[config.mk]
export PLATFORM = sky130hd
export DESIGN_NAME = operand_fetch_stage
export DESIGN_NICKNAME = d
export VERILOG_FILES = /design/src/rtl/mips_pkg.sv /design/src/rtl/operand_bypass.sv /design/src/rtl/operand_fetch_stage.sv
export SDC_FILE = /design/constraint.sdc
export NUM_CORES = 1
export LEC_CHECK = 0
export BUFFER_PORTS_ARGS = -buffer_cell sky130_fd_sc_hd__buf_2
export CAP_MARGIN = 40
export CORE_ASPECT_RATIO = 0.75
export CORE_MARGIN = 8
export CORE_UTILIZATION = 51
export DETAILED_ROUTE_END_ITERATION = 10
export PLACE_DENSITY_LB_ADDON = 0.3
export SYNTH_ARGS = -nofsm -noshare
export SYNTH_HDL_FRONTEND = slang
export SYNTH_SLANG_ARGS = --single-unit
[constraint.sdc]
create_clock -name clk -period 5.2 [get_ports clk]
set_clock_uncertainty 0.2 [all_clocks]
set_input_delay 0.26 -clock clk [delete_from_list [all_inputs] [get_ports clk]]
set_output_delay 0.26 -clock clk [all_outputs]
set_load 0.01 [all_outputs]
[src/rtl/mips_pkg.sv]
// Shared MIPS decode constants, the ID/EX slot bundle and register-usage helpers.
package mips_pkg;

    localparam logic [5:0] OP_RTYPE = 6'h00;
    localparam logic [5:0] OP_J     = 6'h02;
    localparam logic [5:0] OP_JAL   = 6'h03;
    localparam logic [5:0] OP_BEQ   = 6'h04;
    localparam logic [5:0] OP_BNE   = 6'h05;
    localparam logic [5:0] OP_LW    = 6'h23;
    localparam logic [5:0] OP_SW    = 6'h2B;

    // Output-slot occupancy
    typedef enum logic {
        ST_EMPTY = 1'b0,
        ST_FULL  = 1'b1
    } slot_state_t;

    // Everything EX needs from the decode stage
    typedef struct packed {
        logic [5:0]  opcode;
        logic [5:0]  funct;
        logic [4:0]  rs;
        logic [4:0]  rt;
        logic [4:0]  rd;
        logic [31:0] operand_a;
        logic [31:0] operand_b;
        logic [31:0] immediate;
        logic [31:0] pc;
    } id_ex_t;

    // Jumps carry a target in the rs field position, so rs is not a real source
    function automatic logic rs_used(input logic [5:0] op);
        return !((op == OP_J) || (op == OP_JAL));
    endfunction

    // Only R-type, branches and stores actually read rt
    function automatic logic rt_used(input logic [5:0] op);
        return (op == OP_RTYPE) || (op == OP_BEQ) || (op == OP_BNE) || (op == OP_SW);
    endfunction

endpackage

[src/rtl/operand_bypass.sv]
// Per-port operand select: $0 reads as zero, a same-cycle write-back wins over
// the register file, otherwise the register-file read data is used.
module operand_bypass
    import mips_pkg::*;
#(
    parameter int DATA_WIDTH = 32,
    parameter int ADDR_WIDTH = 5
) (
    input  logic [ADDR_WIDTH-1:0] i_address,
    input  logic [DATA_WIDTH-1:0] i_read_data,
    input  logic                  i_wb_reg_write,
    input  logic [ADDR_WIDTH-1:0] i_wb_write_address,
    input  logic [DATA_WIDTH-1:0] i_wb_write_data,
    output logic [DATA_WIDTH-1:0] o_operand
);

    // Priority select: zero register, then write-back bypass, then register file
    always_comb begin
        o_operand = i_read_data;
        if (i_address == '0) begin
            o_operand = '0;
        end else if (i_wb_reg_write && (i_wb_write_address == i_address)) begin
            o_operand = i_wb_write_data;
        end
    end

endmodule

[src/rtl/operand_fetch_stage.sv]
// Decode/operand-fetch stage: drives register-file read addresses, captures the
// operands (with write-back bypass) into a single ID/EX slot guarded by a
// valid/ready handshake, and stalls upstream on load-use hazards.
module operand_fetch_stage
    import mips_pkg::*;
#(
    parameter int DATA_WIDTH = 32,
    parameter int ADDR_WIDTH = 5,
    parameter int CNT_WIDTH  = 16
) (
    input  logic                  clk,
    input  logic                  rst_n,
    input  logic                  inValid,
    output logic                  inReady,
    input  logic [DATA_WIDTH-1:0] instruction,
    input  logic [DATA_WIDTH-1:0] pcIn,
    output logic [ADDR_WIDTH-1:0] readAddress1,
    output logic [ADDR_WIDTH-1:0] readAddress2,
    input  logic [DATA_WIDTH-1:0] readData1,
    input  logic [DATA_WIDTH-1:0] readData2,
    input  logic                  wbRegWrite,
    input  logic [ADDR_WIDTH-1:0] wbWriteAddress,
    input  logic [DATA_WIDTH-1:0] wbWriteData,
    input  logic                  exMemRead,
    input  logic [ADDR_WIDTH-1:0] exWriteAddress,
    input  logic                  flush,
    output logic                  outValid,
    input  logic                  outReady,
    output logic [DATA_WIDTH-1:0] outOperandA,
    output logic [DATA_WIDTH-1:0] outOperandB,
    output logic [DATA_WIDTH-1:0] outImmediate,
    output logic [5:0]            outOpcode,
    output logic [5:0]            outFunct,
    output logic [ADDR_WIDTH-1:0] outRs,
    output logic [ADDR_WIDTH-1:0] outRt,
    output logic [ADDR_WIDTH-1:0] outRd,
    output logic [DATA_WIDTH-1:0] outPc,
    output logic [CNT_WIDTH-1:0]  stallCount
);

    slot_state_t             r_state;
    slot_state_t             w_state_next;
    id_ex_t                  r_slot;
    id_ex_t                  w_load;
    logic [CNT_WIDTH-1:0]    r_stall_count;

    logic [5:0]              w_opcode;
    logic [ADDR_WIDTH-1:0]   w_rs;
    logic [ADDR_WIDTH-1:0]   w_rt;
    logic [DATA_WIDTH-1:0]   w_operand_a;
    logic [DATA_WIDTH-1:0]   w_operand_b;
    logic                    w_hazard;
    logic                    w_in_ready;
    logic                    w_accept;
    logic                    w_hold;

    assign w_opcode = instruction[31:26];
    assign w_rs     = instruction[25:21];
    assign w_rt     = instruction[20:16];

    assign readAddress1 = w_rs;
    assign readAddress2 = w_rt;

    // A load in EX whose destination is a source we really read must wait a cycle
    assign w_hazard = inValid && exMemRead && (exWriteAddress != '0) &&
                      (((exWriteAddress == w_rs) && rs_used(w_opcode)) ||
                       ((exWriteAddress == w_rt) && rt_used(w_opcode)));

    assign w_in_ready = !flush && !w_hazard && ((r_state == ST_EMPTY) || outReady);
    assign w_accept   = inValid && w_in_ready;
    // Slot occupied and EX not taking it: operands may still be refreshed by WB
    assign w_hold     = (r_state == ST_FULL) && !outReady && !flush;
    assign inReady    = w_in_ready;

    operand_bypass #(
        .DATA_WIDTH (DATA_WIDTH),
        .ADDR_WIDTH (ADDR_WIDTH)
    ) u_bypass_a (
        .i_address          (w_rs),
        .i_read_data        (readData1),
        .i_wb_reg_write     (wbRegWrite),
        .i_wb_write_address (wbWriteAddress),
        .i_wb_write_data    (wbWriteData),
        .o_operand          (w_operand_a)
    );

    operand_bypass #(
        .DATA_WIDTH (DATA_WIDTH),
        .ADDR_WIDTH (ADDR_WIDTH)
    ) u_bypass_b (
        .i_address          (w_rt),
        .i_read_data        (readData2),
        .i_wb_reg_write     (wbRegWrite),
        .i_wb_write_address (wbWriteAddress),
        .i_wb_write_data    (wbWriteData),
        .o_operand          (w_operand_b)
    );

    // Assemble the bundle that an accept would load into the slot
    always_comb begin
        w_load           = '0;
        w_load.opcode    = w_opcode;
        w_load.funct     = instruction[5:0];
        w_load.rs        = w_rs;
        w_load.rt        = w_rt;
        w_load.rd        = instruction[15:11];
        w_load.operand_a = w_operand_a;
        w_load.operand_b = w_operand_b;
        w_load.immediate = {{(DATA_WIDTH-16){instruction[15]}}, instruction[15:0]};
        w_load.pc        = pcIn;
    end

    // Slot state register
    always_ff @(posedge clk or negedge rst_n) begin
        if (!rst_n) begin
            r_state <= ST_EMPTY;
        end else begin
            r_state <= w_state_next;
        end
    end

    // Next slot state: flush beats accept, accept beats hand-off
    always_comb begin
        w_state_next = r_state;
        if (flush) begin
            w_state_next = ST_EMPTY;
        end else if (w_accept) begin
            w_state_next = ST_FULL;
        end else if ((r_state == ST_FULL) && outReady) begin
            w_state_next = ST_EMPTY;
        end
    end

    // Slot contents: load on accept, otherwise refresh held operands from WB
    always_ff @(posedge clk or negedge rst_n) begin
        if (!rst_n) begin
            r_slot <= '0;
        end else if (w_accept) begin
            r_slot <= w_load;
        end else if (w_hold && wbRegWrite && (wbWriteAddress != '0)) begin
            if (wbWriteAddress == r_slot.rs) begin
                r_slot.operand_a <= wbWriteData;
            end
            if (wbWriteAddress == r_slot.rt) begin
                r_slot.operand_b <= wbWriteData;
            end
        end
    end

    // Saturating count of cycles lost to load-use hazards
    always_ff @(posedge clk or negedge rst_n) begin
        if (!rst_n) begin
            r_stall_count <= '0;
        end else if (w_hazard && (r_stall_count != '1)) begin
            r_stall_count <= r_stall_count + 1'b1;
        end
    end

    assign outValid     = (r_state == ST_FULL);
    assign outOperandA  = r_slot.operand_a;
    assign outOperandB  = r_slot.operand_b;
    assign outImmediate = r_slot.immediate;
    assign outOpcode    = r_slot.opcode;
    assign outFunct     = r_slot.funct;
    assign outRs        = r_slot.rs;
    assign outRt        = r_slot.rt;
    assign outRd        = r_slot.rd;
    assign outPc        = r_slot.pc;
    assign stallCount   = r_stall_count;

endmodule

== Yosys cells after proc, flatten, opt, wreduce, memory -nomap -nowiden ==
Index checks and enable logic that the tools add are counted.
Storage, ports and cells
  register bits: 156
  memories: 0
  input port bits: 177
  output and inout bits: 183
  memory bits (writable): 0
  latch bits: 0
  logic and storage cells: 73
  ROM bits: 0
Cells by class
  shift operators: 0
  divide/modulo/power cells: 0
  eq/ne operators: 12
  reduce and logical (&&, ||, !) cells: 37
  magnitude comparators: 0
  multiplexer cells: 11
  $mul: 0
  bitwise logic cells: 1
  add/sub/neg operators: 1
Operators by type and width (count)
  $mux 32: 6
  $mux 64: 2
  $eq 5x5->1: 6
  $add 16x1->16 const B: 1
  $logic_and 1x1->1: 16
  $ne 16x16->1 const B: 1
  $eq 6x2->1 const B: 2
  $eq 6x3->1 const B: 2
  $logic_not 5->1: 2
  $reduce_bool 5->1: 2
  $eq 6x6->1 const B: 1
  $logic_not 6->1: 1
  $logic_or 1x1->1: 6
  $reduce_bool 2->1: 3
  $logic_not 1->1: 4
  $reduce_and 2->1: 2
  $mux 1: 3
  $reduce_bool 3->1: 1
  $not 1->1: 1

== Logic depth before layout (Yosys ltp) ==
Gate-level depths: netlist (run 1).
  depth after elaboration: 13
  mapped depth: 9
  gate-level depth less buffers: 6

== Cells and area by module ==
Synthesis (run 1) repeated with hierarchy kept, for this count alone.
Second synthesis, totals
  cells, all modules: 744
  area, all modules: 8714.6 µm²
By module, submodules not included
  operand_fetch_stage: sequential area each 3628.5 µm², instances 1, cells each 498, area each 7423.4 µm²
  operand_bypass: sequential area each 0.0 µm², instances 2, cells each 123, area each 645.6 µm²

== Worst setup path after synthesis (run 1) ==
Ideal clock, no wire load.
  path type: in2reg
  start point: input exWriteAddress[0]
  end point: register r_slot, in the netlist outOpcode[1]
  slack: 2.855 ns
  arrival time: 2.020 ns
  stages on the path: 7
  library setup time: 0.125 ns
  data required time: 4.875 ns
  buffers on the path: 2
  cell sequence: or3_1 -> o311a_1 -> o2111a_1 -> a211o_1 -> buf_2 -> buf_2 -> mux2_4
On the way
  longest elaborated chain between the ends: 8
  elaborated cells on any way between the ends: 12
  those cells by class: 2 x eq/ne; 10 x reduce/logical
Ends and longest elaborated chain
  start: declaration: line operand_fetch_stage.sv:25  | input logic [ADDR_WIDTH-1:0] exWriteAddress,
  $eq 5x5->1 (on tied branches): line operand_fetch_stage.sv:66, operand_fetch_stage.sv:67
  $logic_and 1x1->1 (on tied branches): line operand_fetch_stage.sv:66, operand_fetch_stage.sv:67
  $logic_or 1x1->1: line operand_fetch_stage.sv:66  | (((exWriteAddress == w_rs) && rs_used(w_opcode)) ||
  $logic_and 1x1->1 *: line operand_fetch_stage.sv:65  | assign w_hazard = inValid && exMemRead && (exWriteAddress != '0) &&
  $logic_not 1->1 *: line operand_fetch_stage.sv:69  | assign w_in_ready = !flush && !w_hazard && ((r_state == ST_EMPTY) || outReady);
  $logic_and 1x1->1 * (2 in a row): line operand_fetch_stage.sv:69
  $logic_and 1x1->1 *: line operand_fetch_stage.sv:70  | assign w_accept = inValid && w_in_ready;
  end signal: assignment: line operand_fetch_stage.sv:139  | r_slot <= w_load;
  end: declaration: line operand_fetch_stage.sv:43  | id_ex_t r_slot;
Mark *: on every way between the ends. The rest lies on a longest branch, timed or not.
A chain may end at the register's enable or synchronous reset.

== Worst setup path in the final report (run 1) ==
  start point: input instruction[19]
  end point: register r_slot, in the netlist outImmediate[8]
On the way
  longest elaborated chain between the ends: 8
Ends and longest elaborated chain
  start: declaration: line operand_fetch_stage.sv:15  | input logic [DATA_WIDTH-1:0] instruction,
  $eq 5x5->1: line operand_fetch_stage.sv:67  | ((exWriteAddress == w_rt) && rt_used(w_opcode)));
  $logic_and 1x1->1: line operand_fetch_stage.sv:67
  $logic_or 1x1->1: line operand_fetch_stage.sv:66
  $logic_and 1x1->1: line operand_fetch_stage.sv:65
  $logic_not 1->1: line operand_fetch_stage.sv:69
  $logic_and 1x1->1 (2 in a row): line operand_fetch_stage.sv:69
  $logic_and 1x1->1: line operand_fetch_stage.sv:70
Every way passes these cells.

==> results, run 1 <==
- The via count of the first global-routing pass is 7539.
- The worst supply voltage drop on vdd is 0.256 mV.
- The number of endpoints with negative hold slack in the final report is 0.
- For met2 alone, demand over resource in global routing was 0.476.
- For this run, the detailed router's first-pass iteration total came to 5.
- The cell total after placement is 1164.
- In the routed design, unresolved DRC markers number 0.
- The overall power of the completed layout is 3.72 mW.
- The run finished with clean final reports.
- The half-perimeter wire length after detailed placement is 18.5 mm.
- In the finished design, the share of the clock period the worst path needs comes to 0.672.
- The post-detailed-route via-to-cell ratio is about 5.3.
- For the worst-skew pair, the clock arrives at the later sink with an insertion delay of between 400 and 500 ps.
- Summing every instance area after synthesis gives 7810 sq um.
- The global-route wire length before repair is 43.3 mm.
- The peak-usage layer in the global routing report is met2.
- The weighted congestion reported at the end of routability-driven placement is between 0.8 and 0.9.
- The power density relative to cell area is 322 nW/um^2.
- The area enclosed by the die boundary is 19600 sq um.
- The most used flip-flop cell after synthesis is sky130_fd_sc_hd__dfrtp_1.
- The post-route cell area is 11600 sq um.
- The critical path is of the in -> reg type.
- The total clock buffers created by CTS is 17.
- The I/O pin count is 360.
- The deepest level of the CTS H-tree is 4.
- STA classifies the critical path endpoint as a flop.
- The net total in the final layout is about 1.3k.
- The number of antenna violations at the first check in global routing is 4.
- TritonCTS built the clock tree.
- The worst-case headroom to the max-slew limit is 0.412.
- When the netlist entered floorplanning its net count stood at 851.
- The number of buffers inserted by port buffering is ~360.
- The wire length per cell after detailed routing is 20.8 um.
- Based on the critical path, the design can be clocked at up to 286 MHz.
- The class of the tightest hold or removal check is in -> reg.
- The required time at the endpoint of the critical path is 5290 ps.
- The worst path needs 3490 ps of the cycle, external delays included.
- Each instance of the synthesized netlist takes up on average 11.6 sq um.
- The slew of the pin with the lowest slew margin is 881 ps.
- The share of the Yosys chip area taken by registers is 0.465.
- The library cell used as clock root buffer is sky130_fd_sc_hd__clkbuf_16.
- Summed over all layers, the routed wires come to ~28 mm.
- The fraction of final layout cells sized beyond drive strength 1 is 0.450.
- The post-route antenna net violation count is 0.
- The via count is 7154.
- The remaining global-route overflow is 0.
- Counting flops and latches in the post-synthesis netlist gives 145.
- The number of setup violations in the final report is 0.
- After the first detailed-routing iteration, the DRC count stood at 590.
- The accumulated negative setup slack is 0 ps.
- The type of origin of the critical path is an input pin.
- The placed instance area is 9530 sq um.
- The TritonCTS sink count is roughly 150.
- In the synthesized netlist, the number of instances is between 600 and 700.
- The static leakage power is 5.51 nW.
- The floorplan die height is 123 um.
- The post-route core utilization is 0.767.
- The endpoint arrival time on the critical path is 3580 ps.
- Before CTS, the worst setup slack after placement is 1920 ps.
- The longest clock path from root to sink contains 2 buffers.
- In the global route stage, met3 resource usage came out at 0.0768.
- Yosys mapped a number of flops with a built-in enable equal to 0.
- The post-layout instance count excluding filler cells is around 1.3k.
- The floorplan step set the die width to 159 um.
- Setup slack closes at between 1500 and 2000 ps.
- Final hold analysis gives a worst-case slack of 11.9 ps.
- The Yosys warning count is 0.
- The area of the placeable core is 15100 sq um.
- Row generation in the floorplan step produced 39 rows.
- Setup repair after global routing left no endpoint under its margin.
- Entering global routing, the biggest net connects 78 pins.
- Relative to the synthesized area, the layout overhead comes to 48.1%.
- The biggest fanout along the worst timing path is 72.
- Once the clock tree was built, the setup fixing pass inserted 0 buffers.
- Clock-pin slew was measured on the worst setup and hold paths at ~60 ps.
- Synthesis instantiated 39 different standard cells from the library.
- Max-cap violations in this run came to 0.
- For met1 alone, demand over resource in global routing was 0.333.
- The max-slew violation count is 0.
- For this run, the total global-route usage over all layers was measured as 0.281.
- The share of synthesized registers carrying an async set or reset is 1.00.
- For this configuration, the core starts out at a cell density of 0.518.
[where the power goes]
| group | switching [mW] | leakage, nW | internal (mW) |
|---|---|---|---|
| clock | 0.493 | 0.313 | 0.865 |
| combinational | 0.471 | 3.42 | 0.469 |
| sequential | 0.116 | 1.78 | 1.30 |
[repair_timing]
item	CTS	global route
gates resized for setup	0	0
endpoints found under the hold margin	222	0
hold buffers	136	0
endpoints found under the setup margin	0	0
[layout by cell type, fill, tap and decap left out, types with 3 or more instances in the layout]
cell / n
sky130_fd_sc_hd__buf_4: 8
sky130_fd_sc_hd__nand3_1: 12
sky130_fd_sc_hd__or3_1: 3
sky130_fd_sc_hd__bufinv_16: 5
sky130_fd_sc_hd__nand2_1: 72
sky130_fd_sc_hd__mux2_1: 32
sky130_fd_sc_hd__clkinv_4: 4
sky130_fd_sc_hd__diode_2: 7
sky130_fd_sc_hd__dlygate4sd3_1: 136
sky130_fd_sc_hd__clkbuf_16: 17
sky130_fd_sc_hd__nor4_1: 8
sky130_fd_sc_hd__nor3_1: 6
sky130_fd_sc_hd__mux2i_1: 64
sky130_fd_sc_hd__mux2_4: 4
sky130_fd_sc_hd__o31ai_1: 64
sky130_fd_sc_hd__xor2_1: 32
sky130_fd_sc_hd__nor2_1: 11
sky130_fd_sc_hd__dfrtp_1: 145
sky130_fd_sc_hd__buf_2: 358
sky130_fd_sc_hd__mux2_2: 94
sky130_fd_sc_hd__or4_1: 3
sky130_fd_sc_hd__xnor2_1: 11
[kinds of logic after synthesis]
group	Yosys count	synth area share
mux	194	0.271
flops	145	0.465
simple gates	132	0.0782
buf+inv	86	0.0660
compound gates	72	0.0697
xor+xnor	43	0.0482
fa+ha+maj	1	0.00160
[state kept, by name, summed over array words and instances (netlist names)]
signal,count
outRd,5
outImmediate,6
outPc,32
outOperandB,32
outOperandA,32
outFunct,5
stallCount,16
outValid,1
outRs,5
outOpcode,6
outRt,5
[path summary, 6_finish.rpt]
path                            startpoint               to  slack, ps  cells past startpoint
max in group asynchronous            rst_n    stallCount[7]       3410                      4
setup / recovery           instruction[19]  outImmediate[8]       1710                      8
hold reg to reg              stallCount[6]    stallCount[6]        280                      1
min in group asynchronous            rst_n   outOperandB[2]         70                      2
setup reg to reg                  outValid  outOperandA[22]       2220                      7
hold / removal              wbWriteData[8]   outOperandB[8]         10                      3
[worst max-delay path: stages]
cell and delay, ps:
sky130_fd_sc_hd__dlygate4sd3_1 540, sky130_fd_sc_hd__buf_2 170, sky130_fd_sc_hd__xor2_1 140, sky130_fd_sc_hd__nor4_1 360, sky130_fd_sc_hd__o2111a_1 280, sky130_fd_sc_hd__a211o_4 520
sky130_fd_sc_hd__buf_4 790, sky130_fd_sc_hd__mux2_1 420
[routing by layer]
| layer | share of wire | routed length (um) | vias up |
|---|---|---|---|
| met1 | 0.40 | 11000 | 3482 |
| met4 | 0.036 | 990 | 0 |
| li1 | - | - | 3258 |
| met2 | 0.50 | 13800 | 354 |
| met3 | 0.074 | 2050 | 60 |
| met5 | 0 | 0 | - |
[layout make-up]
| class | instances | area, sq um |
|---|---|---|
| antenna | 7 | 17.5 |
| tap | 205 | 256 |
| multi-input combinational | 442 | 3700 |
| fill | 954 | 3520 |
| timing repair buffer | 506 | 3300 |
| sequential | 145 | 3630 |
| inverter | 2 | 7.51 |
| clock buffer | 19 | 443 |
| clock inverter | 13 | 210 |
[synth_stat cells, types with 3 or more instances]
cell	instances	share of area
sky130_fd_sc_hd__buf_6	3	0.0043
sky130_fd_sc_hd__or3_1	3	0.0024
sky130_fd_sc_hd__buf_4	37	0.036
sky130_fd_sc_hd__buf_2	25	0.016
sky130_fd_sc_hd__nor2_1	13	0.0063
sky130_fd_sc_hd__mux2_4	4	0.0077
sky130_fd_sc_hd__mux2_2	94	0.14
sky130_fd_sc_hd__xor2_1	32	0.036
sky130_fd_sc_hd__nor3_1	6	0.0038
sky130_fd_sc_hd__and3_1	3	0.0024
sky130_fd_sc_hd__nand2_1	72	0.035
sky130_fd_sc_hd__clkbuf_1	16	0.0077
sky130_fd_sc_hd__mux2i_1	64	0.082
sky130_fd_sc_hd__nor4_1	8	0.0064
sky130_fd_sc_hd__dfrtp_1	145	0.46
sky130_fd_sc_hd__xnor2_1	11	0.012
sky130_fd_sc_hd__mux2_1	32	0.046
sky130_fd_sc_hd__buf_1	3	0.0014
sky130_fd_sc_hd__nand3_1	12	0.0077
sky130_fd_sc_hd__or4_1	3	0.0029
sky130_fd_sc_hd__o31ai_1	64	0.062
(Power assumes the default switching activity.)
==> run 2, diff against run 1 <==
--- a/config.mk
+++ b/config.mk
@@ -5,11 +5,12 @@
 export SDC_FILE = /design/constraint.sdc
 export NUM_CORES = 1
 export LEC_CHECK = 0
+export ABC_AREA = 1
 export BUFFER_PORTS_ARGS = -buffer_cell sky130_fd_sc_hd__buf_2
 export CAP_MARGIN = 40
 export CORE_ASPECT_RATIO = 0.75
 export CORE_MARGIN = 8
-export CORE_UTILIZATION = 51
+export CORE_UTILIZATION = 50
 export DETAILED_ROUTE_END_ITERATION = 10
 export PLACE_DENSITY_LB_ADDON = 0.3
 export SYNTH_ARGS = -nofsm -noshare
==> constraint.sdc (replaced) <==
create_clock -name clk -period 3.3 [get_ports clk]
set_clock_uncertainty 0.2 [all_clocks]
set_input_delay 0.165 -clock clk [delete_from_list [all_inputs] [get_ports clk]]
set_output_delay 0.165 -clock clk [all_outputs]
set_load 0.01 [all_outputs]
==> run 2 against run 1 <==
- first-iteration DRC count grew 150%
- largest power group unchanged
- via count grew 54%
- largest cell class unchanged
- critical path depth grew 2
- the run now ends with negative hold slack left
- worst setup slack lost 1400 ps
==> results, run 2 <==
- The endpoint arrival time on the critical path is 3100 ps (was 3580 ps).
- The number of standard cells after synthesis was 1294 (was 673).
- The count of flip-flops with a built-in enable after synthesis is 0 (unchanged).
- The number of buffers inserted by port buffering is 359 (unchanged).
- The highest clock rate is 338 MHz.
- The number of setup violations in the final report is 0 (unchanged).
- The cell total after placement was 1787 (was 1164).
- Setup repair after global routing missed its margin: no (unchanged).
- The I/O pin count is 360 (unchanged).
- Run status: complete, but fails checks (was complete, no violations).
- The static leakage power is 7.16 nW (was 5.51 nW).
- The cell depth of the worst hold path came to 7 (was 3).
- The post-route antenna net violation count is 0 (unchanged).
- The floorplan die height is 133 um (was 123 um).
- The required time at the endpoint of the critical path was 3450 ps (was 5290 ps).
- The post-route cell area is 12800 sq um (was 11600 sq um).
- The number of distinct library cells after synthesis is 27 (was 39).
- The weighted congestion reported at the end of routability-driven placement was 0.878 (was 0.852).
- The start of the worst register-to-register path is outValid (unchanged).
- The wire length per cell after detailed routing is 18.8 um (was 20.8 um).
- The placed instance area is 10700 sq um (was 9530 sq um).
- The area of the placeable core came to 17800 sq um (was 15100 sq um).
- The main flop type after synthesis is sky130_fd_sc_hd__dfrtp_1 (unchanged).
- The largest net degree at the start of global routing is 153 (was 78).
- The number of endpoints with negative hold slack in the final report is 1 (was 0).
- The global-route wire length before repair was 57.5 mm (was 43.3 mm).
- The pre-CTS worst setup slack is 941 ps (was 1920 ps).
- The number of search-and-repair iterations in the first detailed-routing pass is 6 (was 5).
- The filler cell count in the final layout is 1404 (was 954).
- The area added between synthesis and finish is 40.8% (was 48.1%).
- The half-perimeter wire length after detailed placement was 23.3 mm (was 18.5 mm).
- The worst supply voltage drop on vdd is 0.323 mV (was 0.256 mV).
- The DRC violations left was 0 (unchanged).
- Leading post-synthesis cells by instance count: sky130_fd_sc_hd__nand2_1, sky130_fd_sc_hd__nand3_1, sky130_fd_sc_hd__inv_1 (was sky130_fd_sc_hd__dfrtp_1, sky130_fd_sc_hd__mux2_2, sky130_fd_sc_hd__nand2_1).
- The class of the tightest hold or removal check was in -> reg (unchanged).
- The cell count of the worst reg-to-reg path is 10 (was 7).
- The TritonCTS sink count is 145 (unchanged).
- The worst-case headroom to the max-slew limit is 0.417 (was 0.412).
- The most common cell in the netlist is sky130_fd_sc_hd__nand2_1 (was sky130_fd_sc_hd__dfrtp_1).
- The capture endpoint of the worst hold path is outOperandA[12] (was outOperandB[8]).
- The area enclosed by the die boundary is 22800 sq um (was 19600 sq um).
- The kind of capture point of the worst setup path was a flop (unchanged).
- The effective utilization at floorplan is 0.513 (was 0.518).
- The via count is 11.0k (was 7154).
- The via count of the first global-routing pass is 10.7k (was 7539).
- The clock slew seen by the registers of the worst setup and hold paths is 70 ps (was 60 ps).
- The reported max-cap violation count is 0 (unchanged).
- The type of origin of the critical path was a flop (was input pin).
- The total clock buffers created by CTS is 17 (unchanged).
- The fraction of final layout cells sized beyond drive strength 1 came to 0.255 (was 0.450).
- The biggest fanout along the worst timing path is 33 (was 72).
- The least setup slack across all paths after layout is 343 ps (was 1710 ps).
- Most area-consuming cells after synthesis: sky130_fd_sc_hd__dfrtp_1, sky130_fd_sc_hd__nand3_1, sky130_fd_sc_hd__nand2_1 (was sky130_fd_sc_hd__dfrtp_1, sky130_fd_sc_hd__mux2_2, sky130_fd_sc_hd__mux2i_1).
- The area taken by multi-input logic gates came to 4070 sq um (was 3700 sq um).
- The routed wire length was 36.9 mm (was 27.8 mm).
- The accumulated negative setup slack was 0 ps (unchanged).
- The number of flip-flops and latches in the synthesized netlist is 145 (unchanged).
- The iteration-0 DRC count of the detailed router was 1466 (was 590).
- The post-synth net total is 1472 (was 851).
- The endpoint of the lowest-slack register-to-register path is outOperandB[9] (was outOperandA[22]).
- The max-slew violation count is 0 (unchanged).
- The number of antenna violations at the first check in global routing is 3 (was 4).
- The post-layout instance count excluding filler cells is 1969 (was 1339).
- The buffer depth of the longest clock path is 2 (unchanged).
- The area of the mapped netlist is 9110 sq um (was 7810 sq um).
- The cell row count is 42 (was 39).
- The post-CTS setup buffer count is 0 (unchanged).
- The checks that failed: negative hold slack.
- The kind of critical path is reg -> reg (was in -> reg).
- The hold path startpoint is readData1[12] (was wbWriteData[8]).
- Commonest non-fill, non-tap cells in the layout: sky130_fd_sc_hd__buf_2, sky130_fd_sc_hd__nand2_1, sky130_fd_sc_hd__nand3_1, sky130_fd_sc_hd__inv_1, sky130_fd_sc_hd__dlygate4sd3_1 (was sky130_fd_sc_hd__buf_2, sky130_fd_sc_hd__dfrtp_1, sky130_fd_sc_hd__dlygate4sd3_1, sky130_fd_sc_hd__mux2_2, sky130_fd_sc_hd__nand2_1).
- The insertion delay to the later sink of the worst-skew pair is 420 ps (about the same).
- The setup slack on the worst flop-to-flop path came to 340 ps (was 2220 ps).
- The number of gates resized after CTS is 0 (unchanged).
- The slew of the pin with the lowest slew margin is 871 ps (was 881 ps).
- The mean instance size in the synthesized netlist is 7.04 sq um (was 11.6 sq um).
- The sequential share of the synthesized area is 0.398 (was 0.465).
- The net total in the final layout is 1889 (was 1292).
- The Yosys warning count was 0 (unchanged).
- The remaining global-route overflow is 0 (unchanged).
- The power density relative to cell area was 473 nW/um^2 (was 322 nW/um^2).
- The footprint of the flip-flops and latches is 3630 sq um (unchanged).
- After layout, the minimum clock period comes to around 3000 ps.
- The post-detailed-route via-to-cell ratio was 5.60 (was 5.34).
- The all-layer global routing usage is 0.314 (was 0.281).
- The TritonCTS clock tree is yes (unchanged).
- The width of the die came to 172 um (was 159 um).
- The share of synthesized registers carrying an async set or reset came to 1.00 (unchanged).
- The share of the synthesized area in the top cell type came to 0.398 (was 0.465).
- The biggest area consumer among synthesized cells is sky130_fd_sc_hd__dfrtp_1 (unchanged).
- The deepest level of the CTS H-tree was 4 (unchanged).
- The share of the clock period used by the worst path after layout is 0.896.
- The worst hold-check slack was -3.97 ps (was 11.9 ps).
- The library cell used as clock root buffer is sky130_fd_sc_hd__clkbuf_16 (unchanged).
- The most common cell after layout, fill and taps aside is sky130_fd_sc_hd__buf_2 (unchanged).
-- run 2: cells by family after synthesis --
group	count (synthesis)	synth area share
and+or+nand+nor	716	0.368
buffers and inverters	322	0.160
DFF	145	0.398
AOI/OAI and AO/OA	82	0.0450
xor gates and xnor gates	28	0.0269
adders and majority gates	1	0.00137
-- run 2: stage by stage --
stage                     hold WS [ps]  power (mW)   util
final                            -3.97        6.07  0.722
after CTS                         1.26        6.06  0.722
after global routing              26.0        6.36  0.722
after global placement             173        3.78  0.603
after detailed placement          -179        3.83  0.605
after floorplan                   -331        3.14      -
-- run 2: worst max-delay path by stage --
stage                          from              end  slack (ps)  cells past startpoint
global route        instruction[17]  outOperandB[20]         170                     13
detailed placement         outValid   outOperandB[2]         940                      9
floorplan             stallCount[0]    stallCount[4]        1450                      8
CTS                        outValid   outOperandB[8]         420                     10
global placement           outValid  outOperandB[29]         960                      9
finish                     outValid   outOperandB[9]         340                     10
-- run 2: area by class of cell --
class	count	share of cell area
clock buffers	17	0.0332
multi-input cells	827	0.317
flip-flops and latches	145	0.283
well taps	242	0.0236
clock inverters	15	0.0143
inverters	190	0.0556
repair buffers	530	0.273
diodes	3	0.000585
-- run 2: power breakdown --
| part | switching (mW) | internal, mW | leakage [nW] |
|---|---|---|---|
| Combinational | 1.01 | 0.743 | 5.06 |
| Sequential | 0.212 | 2.07 | 1.80 |
| Clock | 0.881 | 1.16 | 0.302 |
-- run 2: repair_timing --
item                       4_1_cts  5_1_grt
hold buffers                   147        0
setup endpoints to repair        0        0
hold endpoints to repair       230        0
-- run 2: metal layers --
layer,vias up,GRT usage,part of all wire
li1,5027,-,-
met5,-,0,0
met4,0,0.138,0.035
met2,761,0.511,0.48
met1,5118,0.392,0.38
met3,112,0.0746,0.11
-- run 2: worst max-delay path, cell delays in order (launching register included) --
cell and delay (ps):
sky130_fd_sc_hd__dfrtp_1 400, sky130_fd_sc_hd__nand2_1 90, sky130_fd_sc_hd__nor2_1 120, sky130_fd_sc_hd__nand2_1 60, sky130_fd_sc_hd__nor2_1 210, sky130_fd_sc_hd__nand3_2 90
sky130_fd_sc_hd__buf_4 280, sky130_fd_sc_hd__inv_2 580, sky130_fd_sc_hd__nand3_1 140, sky130_fd_sc_hd__nand3_1 110, sky130_fd_sc_hd__dlygate4sd3_1 570
==> run 3, diff against run 2 <==
==> constraint.sdc (replaced) <==
create_clock -name clk -period 2.85 [get_ports clk]
set_clock_uncertainty 0.2 [all_clocks]
set_input_delay 0.1425 -clock clk [delete_from_list [all_inputs] [get_ports clk]]
set_output_delay 0.1425 -clock clk [all_outputs]
set_load 0.01 [all_outputs]
==> run 3 against run 2 <==
- the run now ends clean
- combinational power is 18% higher
- largest cell class unchanged
- hold slack better by 32 ps
- final cell count increased by 0.71%
- count of clock-buffer cells in the layout increased by 3
- largest power group unchanged
- critical path depth rose by 3
==> results, run 3 (synthesis results as in run 2) <==
- The post-CTS setup buffer count is 0 (unchanged).
- The TritonCTS sink count is 145 (unchanged).
- Based on the critical path, the design can be clocked at up to 366 MHz.
- The area added between synthesis and finish is 42.0% (was 40.8%).
- The cell row count is 42 (unchanged).
- The filler cell count in the final layout is 1426 (was 1404).
- The required time at the endpoint of the critical path is 2940 ps (was 3450 ps).
- The via count of the first global-routing pass was 10.8k (was 10.7k).
- The endpoint arrival time on the critical path came to 2830 ps (was 3100 ps).
- The kind of critical path is in -> reg (was reg -> reg).
- The all-layer global routing usage is 0.321 (was 0.314).
- The wire length per cell after detailed routing is 19.2 um (was 18.8 um).
- The slew of the pin with the lowest slew margin was 784 ps (was 871 ps).
- The buffer depth of the longest clock path is 2 (unchanged).
- The number of antenna violations at the first check in global routing is 6 (was 3).
- The via count is 11.2k (was 11.0k).
- The half-perimeter wire length after detailed placement is 23.4 mm (was 23.3 mm).
- The worst-case headroom to the max-slew limit is 0.477 (was 0.417).
- The effective utilization at floorplan is 0.513 (unchanged).
- The TritonCTS clock tree is yes (unchanged).
- The clock period could shrink to 2740 ps.
- The switching part of the total power is 0.349 (was 0.346).
- The floorplan die height is 133 um (unchanged).
- The static leakage power is 7.19 nW (was 7.16 nW).
- The post-route antenna net violation count is 0 (unchanged).
- The net switching power is 2.40 mW (was 2.10 mW).
- The biggest fanout along the worst timing path is 32 (was 33).
- The type of origin of the critical path is an input pin (was flop).
- The I/O pin count came to 360 (unchanged).
- The worst supply voltage drop on vdd was 0.378 mV (was 0.323 mV).
- The post-route core utilization came to 0.728 (was 0.722).
- Of the available clock period, the critical path in the final layout requires 0.960.
- The number of setup violations in the final report is 0 (unchanged).
- The DRC violations left is 0 (unchanged).
- The cell count of the worst reg-to-reg path came to 10 (unchanged).
- The class of the tightest hold or removal check is in -> reg (unchanged).
- The part of the total power dissipated in combinational logic is 0.300 (was 0.289).
- The width of the die is 172 um (unchanged).
- The area enclosed by the die boundary is 22800 sq um (unchanged).
- The reported max-cap violation count is 0 (unchanged).
- The library cell used as clock root buffer is sky130_fd_sc_hd__clkbuf_16 (unchanged).
- The most common cell after layout, fill and taps aside is sky130_fd_sc_hd__buf_2 (unchanged).
- The total clock buffers created by CTS is 17 (unchanged).
- The iteration-0 DRC count of the detailed router is 1449 (was 1466).
- The share of total power in sequential cells is 0.385 (was 0.376).
- The number of buffers inserted by port buffering is 359 (unchanged).
- Commonest non-fill, non-tap cells in the layout: sky130_fd_sc_hd__buf_2, sky130_fd_sc_hd__nand2_1, sky130_fd_sc_hd__nand3_1, sky130_fd_sc_hd__inv_1, sky130_fd_sc_hd__dlygate4sd3_1 (unchanged).
- The clock slew seen by the registers of the worst setup and hold paths is 60 ps (was 70 ps).
- The insertion delay to the later sink of the worst-skew pair is 420 ps (about the same).
- The remaining global-route overflow is 0 (unchanged).
- Run status: complete, no violations (was complete, but fails checks).
- The number of endpoints with negative hold slack in the final report is 0 (was 1).
- The kind of capture point of the worst setup path is a flop (unchanged).
- The fraction of final layout cells sized beyond drive strength 1 came to 0.254 (was 0.255).
- The number of search-and-repair iterations in the first detailed-routing pass is 6 (unchanged).
- The global-route wire length before repair is 58.5 mm (was 57.5 mm).
- The deepest level of the CTS H-tree was 4 (unchanged).
- The worst hold-check slack is 28.1 ps (was -3.97 ps).
- The overall power of the completed layout came to 6.88 mW (was 6.07 mW).
- The accumulated negative setup slack is 0 ps (unchanged).
- The part of the total power dissipated in the clock network came to 0.315 (was 0.336).
- Setup repair after global routing missed its margin: no (unchanged).
- The area of the placeable core came to 17800 sq um (unchanged).
- The weighted congestion reported at the end of routability-driven placement is 0.915 (was 0.878).
- The power density relative to cell area is 532 nW/um^2 (was 473 nW/um^2).
- The internal power is 4.48 mW (was 3.97 mW).
- The post-detailed-route via-to-cell ratio is 5.66 (was 5.60).
- The max-slew violation count is 0 (unchanged).
- The routed wire length came to 38.1 mm (was 36.9 mm).
- The net total in the final layout is 1900 (was 1889).
- The largest net degree at the start of global routing is 171 (was 153).
- The cell depth of the worst hold path is 7 (unchanged).
## run 3: cell types whose count changed in the layout (fill, tap and decap cells not counted), sizes merged
cell | before | now
clkinv | 3 | 6
diode | 3 | 6
clkinvlp | 0 | 3
clkbuf | 17 | 21
bufinv | 2 | 0
dlygate4sd3 | 147 | 157
inv | 200 | 193
## run 3: power by group through the flow
stage / Combinational, mW / Clock (mW) / Sequential (mW)
after floorplan: 0.839 / 0 / 2.80
final: 2.06 / 2.17 / 2.65
after detailed placement: 1.77 / 0 / 2.66
after global routing: 2.24 / 2.26 / 2.69
after CTS: 2.01 / 2.18 / 2.64
after global placement: 1.74 / 0 / 2.65
## run 3: stage by stage
step	cells	cell area [sq um]	worst slack [ps]
6_report	1983	12900	115
5_1_grt	1983	12900	24.9
4_1_cts	1976	12900	33.9
2_1_floorplan	1294	9110	996
3_3_place_gp	1787	10700	762
3_5_place_dp	1787	10700	699
## run 3: area by class of cell
| type | instances | area [sq um] | share of cell area |
|---|---|---|---|
| multi-input combinational | 827 | 4080 | 0.315 |
| inverter | 190 | 714 | 0.0552 |
| clock buffer | 20 | 467 | 0.0361 |
| sequential | 145 | 3630 | 0.280 |
| timing repair buffer | 541 | 3640 | 0.281 |
| tap | 242 | 303 | 0.0234 |
| antenna | 6 | 15.0 | 0.00116 |
| clock inverter | 12 | 97.6 | 0.00754 |
## run 3: layer usage
metal / GRT usage / part of all wire
met1: 0.392 / 0.37
met2: 0.519 / 0.48
met3: 0.0856 / 0.12
met4: 0.153 / 0.038
met5: 0 / 0
## run 3: worst paths after layout
check / start / endpoint / slack [ps]
setup / recovery: instruction[22] / outOperandA[18] / 110
hold reg to reg: outPc[9] / outPc[9] / 290
min in group asynchronous: rst_n / outPc[2] / 40
hold / removal: readData1[4] / outOperandA[4] / 30
max in group asynchronous: rst_n / outOperandA[12] / 1650
setup reg to reg: outValid / outOperandA[25] / 220
## run 3: what timing repair did
item	in CTS	in global routing
hold buffers	157	0
resized for setup	0	3
endpoints found under the setup margin	0	16
hold endpoints to repair	231	0
## run 3: worst max-delay path, cell delays in order
cell and delay (ps):
sky130_fd_sc_hd__dlygate4sd3_1 550, sky130_fd_sc_hd__buf_2 210, sky130_fd_sc_hd__inv_1 90, sky130_fd_sc_hd__nand2_1 70, sky130_fd_sc_hd__o21ai_1 90, sky130_fd_sc_hd__nor2_2 180
sky130_fd_sc_hd__buf_4 420, sky130_fd_sc_hd__nand4_1 160, sky130_fd_sc_hd__nand2_1 110, sky130_fd_sc_hd__nor2_1 40, sky130_fd_sc_hd__nand4_1 80, sky130_fd_sc_hd__nand3_1 80
sky130_fd_sc_hd__dlygate4sd3_1 560
